===== config.mk =====
export PLATFORM = sky130hd
export DESIGN_NAME = regfile_2r1w
export DESIGN_NICKNAME = d
export VERILOG_FILES = /design/src/rtl/nucore_pkg.sv /design/src/rtl/rf_clear_seq.sv /design/src/rtl/regfile_2r1w.sv
export SDC_FILE = /design/constraint.sdc
export NUM_CORES = 1
export LEC_CHECK = 0
export ABC_AREA = 1
export CAP_MARGIN = 20
export CELL_PAD_IN_SITES_DETAIL_PLACEMENT = 0
export CELL_PAD_IN_SITES_GLOBAL_PLACEMENT = 1
export CORE_MARGIN = 3
export CORE_UTILIZATION = 30
export CTS_BUF_LIST = sky130_fd_sc_hd__clkbuf_8
export DETAILED_ROUTE_END_ITERATION = 6
export PLACE_DENSITY = 0.61
export SLEW_MARGIN = 20
export SYNTH_ARGS = -nofsm -noshare
export SYNTH_HDL_FRONTEND = slang
export SYNTH_SLANG_ARGS = --single-unit

===== constraint.sdc =====
create_clock -name clk -period 8.2 [get_ports clk]
set_input_delay 2.05 -clock clk [delete_from_list [all_inputs] [get_ports clk]]
set_output_delay 2.05 -clock clk [all_outputs]
set_load 0.03 [all_outputs]

===== src/rtl/nucore_pkg.sv =====
// Shared core definitions: register-file clear FSM encodings and default geometry.
package nucore_pkg;

    // Clear-sequencer states: IDLE serves normal traffic, CLEAR sweeps the array.
    typedef enum logic [0:0] {
        RF_IDLE  = 1'b0,
        RF_CLEAR = 1'b1
    } rf_state_e;

    localparam int RF_DATA_W = 32;
    localparam int RF_DEPTH  = 16;

    // First entry the clear sweep touches: a hardwired-zero reg 0 never needs clearing.
    function automatic int rf_first_entry(input int zero_reg0);
        int first_v;
        if (zero_reg0 != 0) begin
            first_v = 1;
        end else begin
            first_v = 0;
        end
        return first_v;
    endfunction

endpackage


===== src/rtl/rf_clear_seq.sv =====
// Bulk-clear sequencer for the register file: walks a pointer over the
// array one entry per cycle, raising busy for the whole sweep and pulsing
// clr_done on the cycle busy falls.
module rf_clear_seq
    import nucore_pkg::*;
#(
    parameter int DEPTH     = RF_DEPTH,
    parameter int ZERO_REG0 = 1,
    parameter int ADDR_W    = $clog2(RF_DEPTH)
) (
    input  logic              clk,
    input  logic              reset,
    input  logic              clear_req,
    output logic              busy,
    output logic              clr_done,
    output logic              clr_we,
    output logic [ADDR_W-1:0] clr_addr
);

    localparam logic [ADDR_W-1:0] FIRST_ADDR = ADDR_W'(rf_first_entry(ZERO_REG0));
    localparam logic [ADDR_W-1:0] LAST_ADDR  = ADDR_W'(DEPTH - 1);
    localparam logic [ADDR_W-1:0] ONE_ADDR   = ADDR_W'(1);

    rf_state_e         state_q;
    rf_state_e         state_d;
    logic [ADDR_W-1:0] ptr_q;
    logic [ADDR_W-1:0] ptr_d;
    logic              busy_q;
    logic              busy_d;
    logic              clr_done_q;
    logic              clr_done_d;

    // State register: reset starts (or restarts) the sweep at the first clearable entry.
    always_ff @(posedge clk) begin
        if (reset) begin
            state_q    <= RF_CLEAR;
            ptr_q      <= FIRST_ADDR;
            busy_q     <= 1'b1;
            clr_done_q <= 1'b0;
        end else begin
            state_q    <= state_d;
            ptr_q      <= ptr_d;
            busy_q     <= busy_d;
            clr_done_q <= clr_done_d;
        end
    end

    // Next-state logic: a request in CLEAR is ignored so the sweep never restarts mid-way.
    always_comb begin
        state_d = state_q;
        ptr_d   = ptr_q;
        case (state_q)
            RF_IDLE: begin
                if (clear_req) begin
                    state_d = RF_CLEAR;
                    ptr_d   = FIRST_ADDR;
                end else begin
                    state_d = RF_IDLE;
                    ptr_d   = ptr_q;
                end
            end
            RF_CLEAR: begin
                if (ptr_q == LAST_ADDR) begin
                    state_d = RF_IDLE;
                    ptr_d   = FIRST_ADDR;
                end else begin
                    state_d = RF_CLEAR;
                    ptr_d   = ptr_q + ONE_ADDR;
                end
            end
            default: begin
                state_d = RF_CLEAR;
                ptr_d   = FIRST_ADDR;
            end
        endcase
    end

    // Output logic: busy mirrors the next state so it is a clean flop; clear writes come straight off ptr.
    always_comb begin
        busy_d     = (state_d == RF_CLEAR);
        clr_done_d = (state_q == RF_CLEAR) && (state_d == RF_IDLE);
        clr_we     = (state_q == RF_CLEAR);
        clr_addr   = ptr_q;
    end

    assign busy     = busy_q;
    assign clr_done = clr_done_q;

endmodule


===== src/rtl/regfile_2r1w.sv =====
// Two-read / one-write register file with write-to-read bypass, optional
// hardwired-zero reg 0 and a sequential bulk clear that keeps the storage
// free of per-entry reset so it can map onto RAM.
module regfile_2r1w
    import nucore_pkg::*;
#(
    parameter int  DATA_W    = RF_DATA_W,
    parameter int  DEPTH     = RF_DEPTH,
    parameter int  ZERO_REG0 = 1,
    localparam int ADDR_W    = $clog2(DEPTH)
) (
    input  logic              clk,
    input  logic              reset,
    input  logic              clear_req,
    output logic              busy,
    output logic              clr_done,
    input  logic              we,
    input  logic [ADDR_W-1:0] waddr,
    input  logic [DATA_W-1:0] wdata,
    input  logic [ADDR_W-1:0] raddr_a,
    output logic [DATA_W-1:0] rdata_a,
    input  logic [ADDR_W-1:0] raddr_b,
    output logic [DATA_W-1:0] rdata_b
);

    localparam logic [ADDR_W:0] DEPTH_EXT = (ADDR_W + 1)'(DEPTH);

    // True when the address names a physical entry (DEPTH need not be a power of two).
    function automatic logic addr_in_range(input logic [ADDR_W-1:0] addr);
        return ({1'b0, addr} < DEPTH_EXT);
    endfunction

    // True when the address is the hardwired-zero register.
    function automatic logic is_hard_zero(input logic [ADDR_W-1:0] addr);
        return (ZERO_REG0 != 0) && (addr == {ADDR_W{1'b0}});
    endfunction

    logic              busy_s;
    logic              clr_done_s;
    logic              clr_we_s;
    logic [ADDR_W-1:0] clr_addr_s;
    logic              wr_ok_s;
    logic              mem_we_s;
    logic [ADDR_W-1:0] mem_waddr_s;
    logic [DATA_W-1:0] mem_wdata_s;
    logic [DATA_W-1:0] mem_q [DEPTH];

    rf_clear_seq #(
        .DEPTH     (DEPTH),
        .ZERO_REG0 (ZERO_REG0),
        .ADDR_W    (ADDR_W)
    ) u_clear_seq (
        .clk       (clk),
        .reset     (reset),
        .clear_req (clear_req),
        .busy      (busy_s),
        .clr_done  (clr_done_s),
        .clr_we    (clr_we_s),
        .clr_addr  (clr_addr_s)
    );

    // Write qualification: only IDLE cycles without a competing clear request reach the array.
    always_comb begin
        wr_ok_s = 1'b0;
        if (we && !busy_s && !clear_req && !reset &&
            addr_in_range(waddr) && !is_hard_zero(waddr)) begin
            wr_ok_s = 1'b1;
        end else begin
            wr_ok_s = 1'b0;
        end
    end

    // Single array write port shared by the clear sweep and the writeback path.
    always_comb begin
        mem_we_s    = 1'b0;
        mem_waddr_s = waddr;
        mem_wdata_s = wdata;
        if (clr_we_s) begin
            mem_we_s    = 1'b1;
            mem_waddr_s = clr_addr_s;
            mem_wdata_s = {DATA_W{1'b0}};
        end else if (wr_ok_s) begin
            mem_we_s    = 1'b1;
            mem_waddr_s = waddr;
            mem_wdata_s = wdata;
        end else begin
            mem_we_s    = 1'b0;
            mem_waddr_s = waddr;
            mem_wdata_s = wdata;
        end
    end

    // Storage array: no reset, contents are defined only by the clear sweep and writes.
    always_ff @(posedge clk) begin
        if (mem_we_s) begin
            mem_q[mem_waddr_s] <= mem_wdata_s;
        end
    end

    // One read/bypass unit per port; both see identical data for the same address.
    for (genvar p = 0; p < 2; p++) begin : g_rd
        logic [ADDR_W-1:0] raddr_s;
        logic [DATA_W-1:0] rdata_d;
        logic [DATA_W-1:0] rdata_q;

        assign raddr_s = (p == 0) ? raddr_a : raddr_b;

        // Read priority: forced zero, then same-cycle bypass, then the pre-write array value.
        always_comb begin
            rdata_d = {DATA_W{1'b0}};
            if (busy_s || !addr_in_range(raddr_s) || is_hard_zero(raddr_s)) begin
                rdata_d = {DATA_W{1'b0}};
            end else if (wr_ok_s && (waddr == raddr_s)) begin
                rdata_d = wdata;
            end else begin
                rdata_d = mem_q[raddr_s];
            end
        end

        // Read data register: one cycle of latency, cleared by reset.
        always_ff @(posedge clk) begin
            if (reset) begin
                rdata_q <= {DATA_W{1'b0}};
            end else begin
                rdata_q <= rdata_d;
            end
        end
    end

    assign rdata_a  = g_rd[0].rdata_q;
    assign rdata_b  = g_rd[1].rdata_q;
    assign busy     = busy_s;
    assign clr_done = clr_done_s;

endmodule


==> results.py <==
metrics = {
    "worst_setup_path": {
        "critPathCaptureType": "register",
        "critPathBufInv": 4,
        "critPathKind": "in2reg",
        "crit-reg2reg-launch": "u_clear_seq.busy$_SDFF_PP1_",
        "critPathMaxStageDelay_ns": 0.95,
        "cp_max_fo": 19,
        "critPathArrivalTime_ns": 4.99,
        "crit_family": "simple AND/OR/NAND/NOR gates",
        "r2r_slack_ns": 4.52,
        "reg2reg_depth": 7,
        "cp_cell_sequence": "clkdlybuf4s50_1 -> inv_1 -> nand2_1 -> o21ai_2 -> nand2_2 -> clkinv_2 -> nand4_1 -> nor2_4 -> buf_4",
        "reg2reg_to": "mem_q[4][27]$_DFFE_PP_",
        "required_ns": 8.59,
        "critPathLaunchType": "primary input",
        "crit_slowest_cell": "nor2_4",
    },
    "place": {
        "gp_congestion": 0.7749,
        "dp_cells": 5256,
        "hpwl_mm": 63.95,
        "placed_area_um2": 33240,
        "portBuffers": 113,
    },
    "logic_synthesis": {
        "yosys.area.top_type": "edfxtp_1",
        "ys_seq_area_share_pct": 54.26,
        "ys_types": 29,
        "ys_seq_elements": 582,
        "yosysTopAreaCellShare_pct": 49.72,
        "synth_nets": 4013,
        "syn_area_um2": 30920,
        "syn_area_per_cell_um2": 7.800,
        "synth_warnings": 0,
        "synth.area.top_cells": "edfxtp_1 (50%), nand2_1 (19%), nand3_1 (12%), inv_1 (7.6%), dfxtp_1 (4.5%)",
        "synthCells": 3964,
    },
    "die": {
        "die_h_um": 327.0,
        "io_pins": 114,
        "num_rows": 117,
        "die_w_um": 327.0,
        "start_util_pct": 30.30,
        "core_area_um2": 102000,
        "dieArea_um2": 107000,
    },
    "clock_network": {
        "cts_resized": 0,
        "clk_pin_slew_ns": 0.06,
        "clk_path_buf_depth": 3,
        "cts_tree": "yes",
        "cts_buffers": 107,
        "clock_sinks": 582,
        "post-cts-setup-buffer-count": 0,
        "htreeDepth": 3,
        "worstSkewPairLatency_ns": 0.75,
        "cts_root_buffer": "clkbuf_8",
        "postCtsHoldBufs": 0,
    },
    "routing": {
        "drtIter0Drc": 2186,
        "wire_per_inst_um": 21.98,
        "met3_length_mm": 7.425,
        "drcViolationCount": 0,
        "highest_layer": "met4",
        "firstDrtPassIters": 6,
        "viasPerCell": 4.855,
        "routed_wl_mm": 120.0,
        "num_vias": 26500,
        "drt.antenna.violating_nets": 0,
        "wl_met1_mm": 53.98,
        "dr_wl_met2_mm": 55.16,
    },
    "layout": {
        "layout_commonest_cell": "nand2_1",
        "fin_nets": 4046,
        "stdcell_count": 5459,
        "final_design_area_no_fill_um2": 35270,
        "drive_above_1_share_pct": 6.067,
        "area_delta_synth_final_pct": 14.08,
        "fillers": 10790,
        "mostFrequentLayoutCells": "nand2_1 (1539), nand3_1 (719), inv_1 (663)",
    },
    "sta": {
        "tightest_slew_ns": 1.062,
        "slew_viol_final": 0,
        "hold_viol": 0,
        "post-route-period-util_pct": 56.13,
        "setup_viol": 0,
        "rsz0062_at_grt": "no",
        "maxSlewHeadroom_pct": 29.04,
        "tns_ns": 0,
        "fin_crit_ns": 4.602,
        "fin_skew_ns": 0.03734,
        "fmax_mhz": 217.3,
    },
    "min_path": {
        "hold_start": "u_clear_seq.clr_addr[2]$_SDFFE_PP0P_",
        "min_path_cells": 2,
        "hold_path_class": "reg2reg",
        "whs_endpoint": "u_clear_seq.clr_addr[2]$_SDFFE_PP0P_",
    },
    "global_routing": {
        "grt_pass1_vias": 25840,
        "grt_max_degree": 176,
        "grt_usage_pct": 22.12,
        "gr-total-overflow": 0,
        "grt_pass1_wl_mm": 175.1,
        "grt_antenna_before_repair": 2,
    },
    "power_and_ir_drop": {
        "power_density_nw_per_um2": 194.4,
        "p_leak_nw": 16.20,
        "finalPower_w": 0.006858,
        "ir_drop_mv": 0.1175,
    },
    "job": {
        "max-cap-violations": 0,
    },
    "outcome": {
        "status": "complete, no violations",
    },
}
## layer usage
metal  vias up  track usage (%)
li1      12590                -
met5         -                0
met4         0            7.058
met2       998            35.99
met3       217            2.941
met1     12700            30.54
## final cells by class
type,instances,area (um^2),area share (%)
multi-input cells,2511,10810,30.66
flip-flops and latches,582,16780,47.56
clock buffers,118,1624,4.604
inverters,632,2404,6.814
well taps,1368,1712,4.852
clock inverters,82,400.4,1.135
diodes,3,7.507,0.02128
repair buffers,163,1536,4.356
## power breakdown
part / internal (W) / switching, W / total [W] / leakage (nW)
clock: 0.00138 / 0.00131 / 0.00269 / 1.19
combinational: 0.000220 / 0.000663 / 0.000882 / 9.52
sequential: 0.00327 / 0.0000172 / 0.00329 / 5.50
## per-stage QoR
stage / util (%) / hold WS (ns) / worst slack (ns)
3_3_place_gp: 32.58 / 0.5046 / 2.883
3_5_place_dp: 32.58 / 0.5137 / 2.830
2_1_floorplan: - / 0.4719 / 3.864
5_1_grt: 34.57 / 0.5523 / 3.489
6_report: 34.57 / 0.5282 / 3.598
4_1_cts: 34.56 / 0.5229 / 3.623
## cell usage after synthesis
master    number
dfxtp_1       70
nand3_4        1
clkinv_2       1
clkbuf_1      59
nor2_4         1
a21oi_1        2
ha_1           1
nor2_1       155
nand2_1     1539
buf_6          8
nand3b_1       2
nor2_2         2
nor4_1         1
nand2_2       12
o21ai_2        1
o21ai_0        3
nand3_1      719
buf_4          3
nand3_2        1
edfxtp_1     512
buf_1         29
a31oi_2        2
buf_2        140
inv_6          1
o22ai_1        1
nor2_8         1
inv_1        624
inv_2          6
nand4_1       67
## worst reg2reg max path: stages (launching register included)
cell	delay [ns]
dfxtp_1	0.71
inv_6	0.34
nand4_1	0.25
nand2_2	0.13
clkinv_2	0.11
nand4_1	0.36
nor2_4	0.96
buf_4	0.48
## logic make-up after synthesis
logic type,after synthesis,share of synthesized area [%]
compound gates,9,0.2104
simple gates,2501,34.10
flops,582,54.26
buf+inv,871,11.39
fa+ha+maj,1,0.04046
## flip-flops by register name (all words and copies together) (netlist names)
| name | flops |
|---|---|
| u_clear_seq.clr_done | 1 |
| mem_q | 512 |
| u_clear_seq.clr_addr | 4 |
| rdata_a | 32 |
| rdata_b | 32 |
| u_clear_seq.busy | 1 |
## worst max path at each step
| stage | slack [ns] | cells past startpoint | startpoint | end |
|---|---|---|---|---|
| after floorplan | 3.86 | 7 | clear_req | mem_q[0][0]$_DFFE_PP_ |
| after global placement | 2.88 | 9 | clear_req | mem_q[1][23]$_DFFE_PP_ |
| after detailed placement | 2.83 | 9 | clear_req | mem_q[4][10]$_DFFE_PP_ |
| after CTS | 3.62 | 9 | clear_req | mem_q[4][27]$_DFFE_PP_ |
| after global routing | 3.49 | 9 | clear_req | mem_q[4][27]$_DFFE_PP_ |
| final | 3.60 | 9 | clear_req | mem_q[4][27]$_DFFE_PP_ |
No activity file was read; power rests on OpenSTA's default activity.
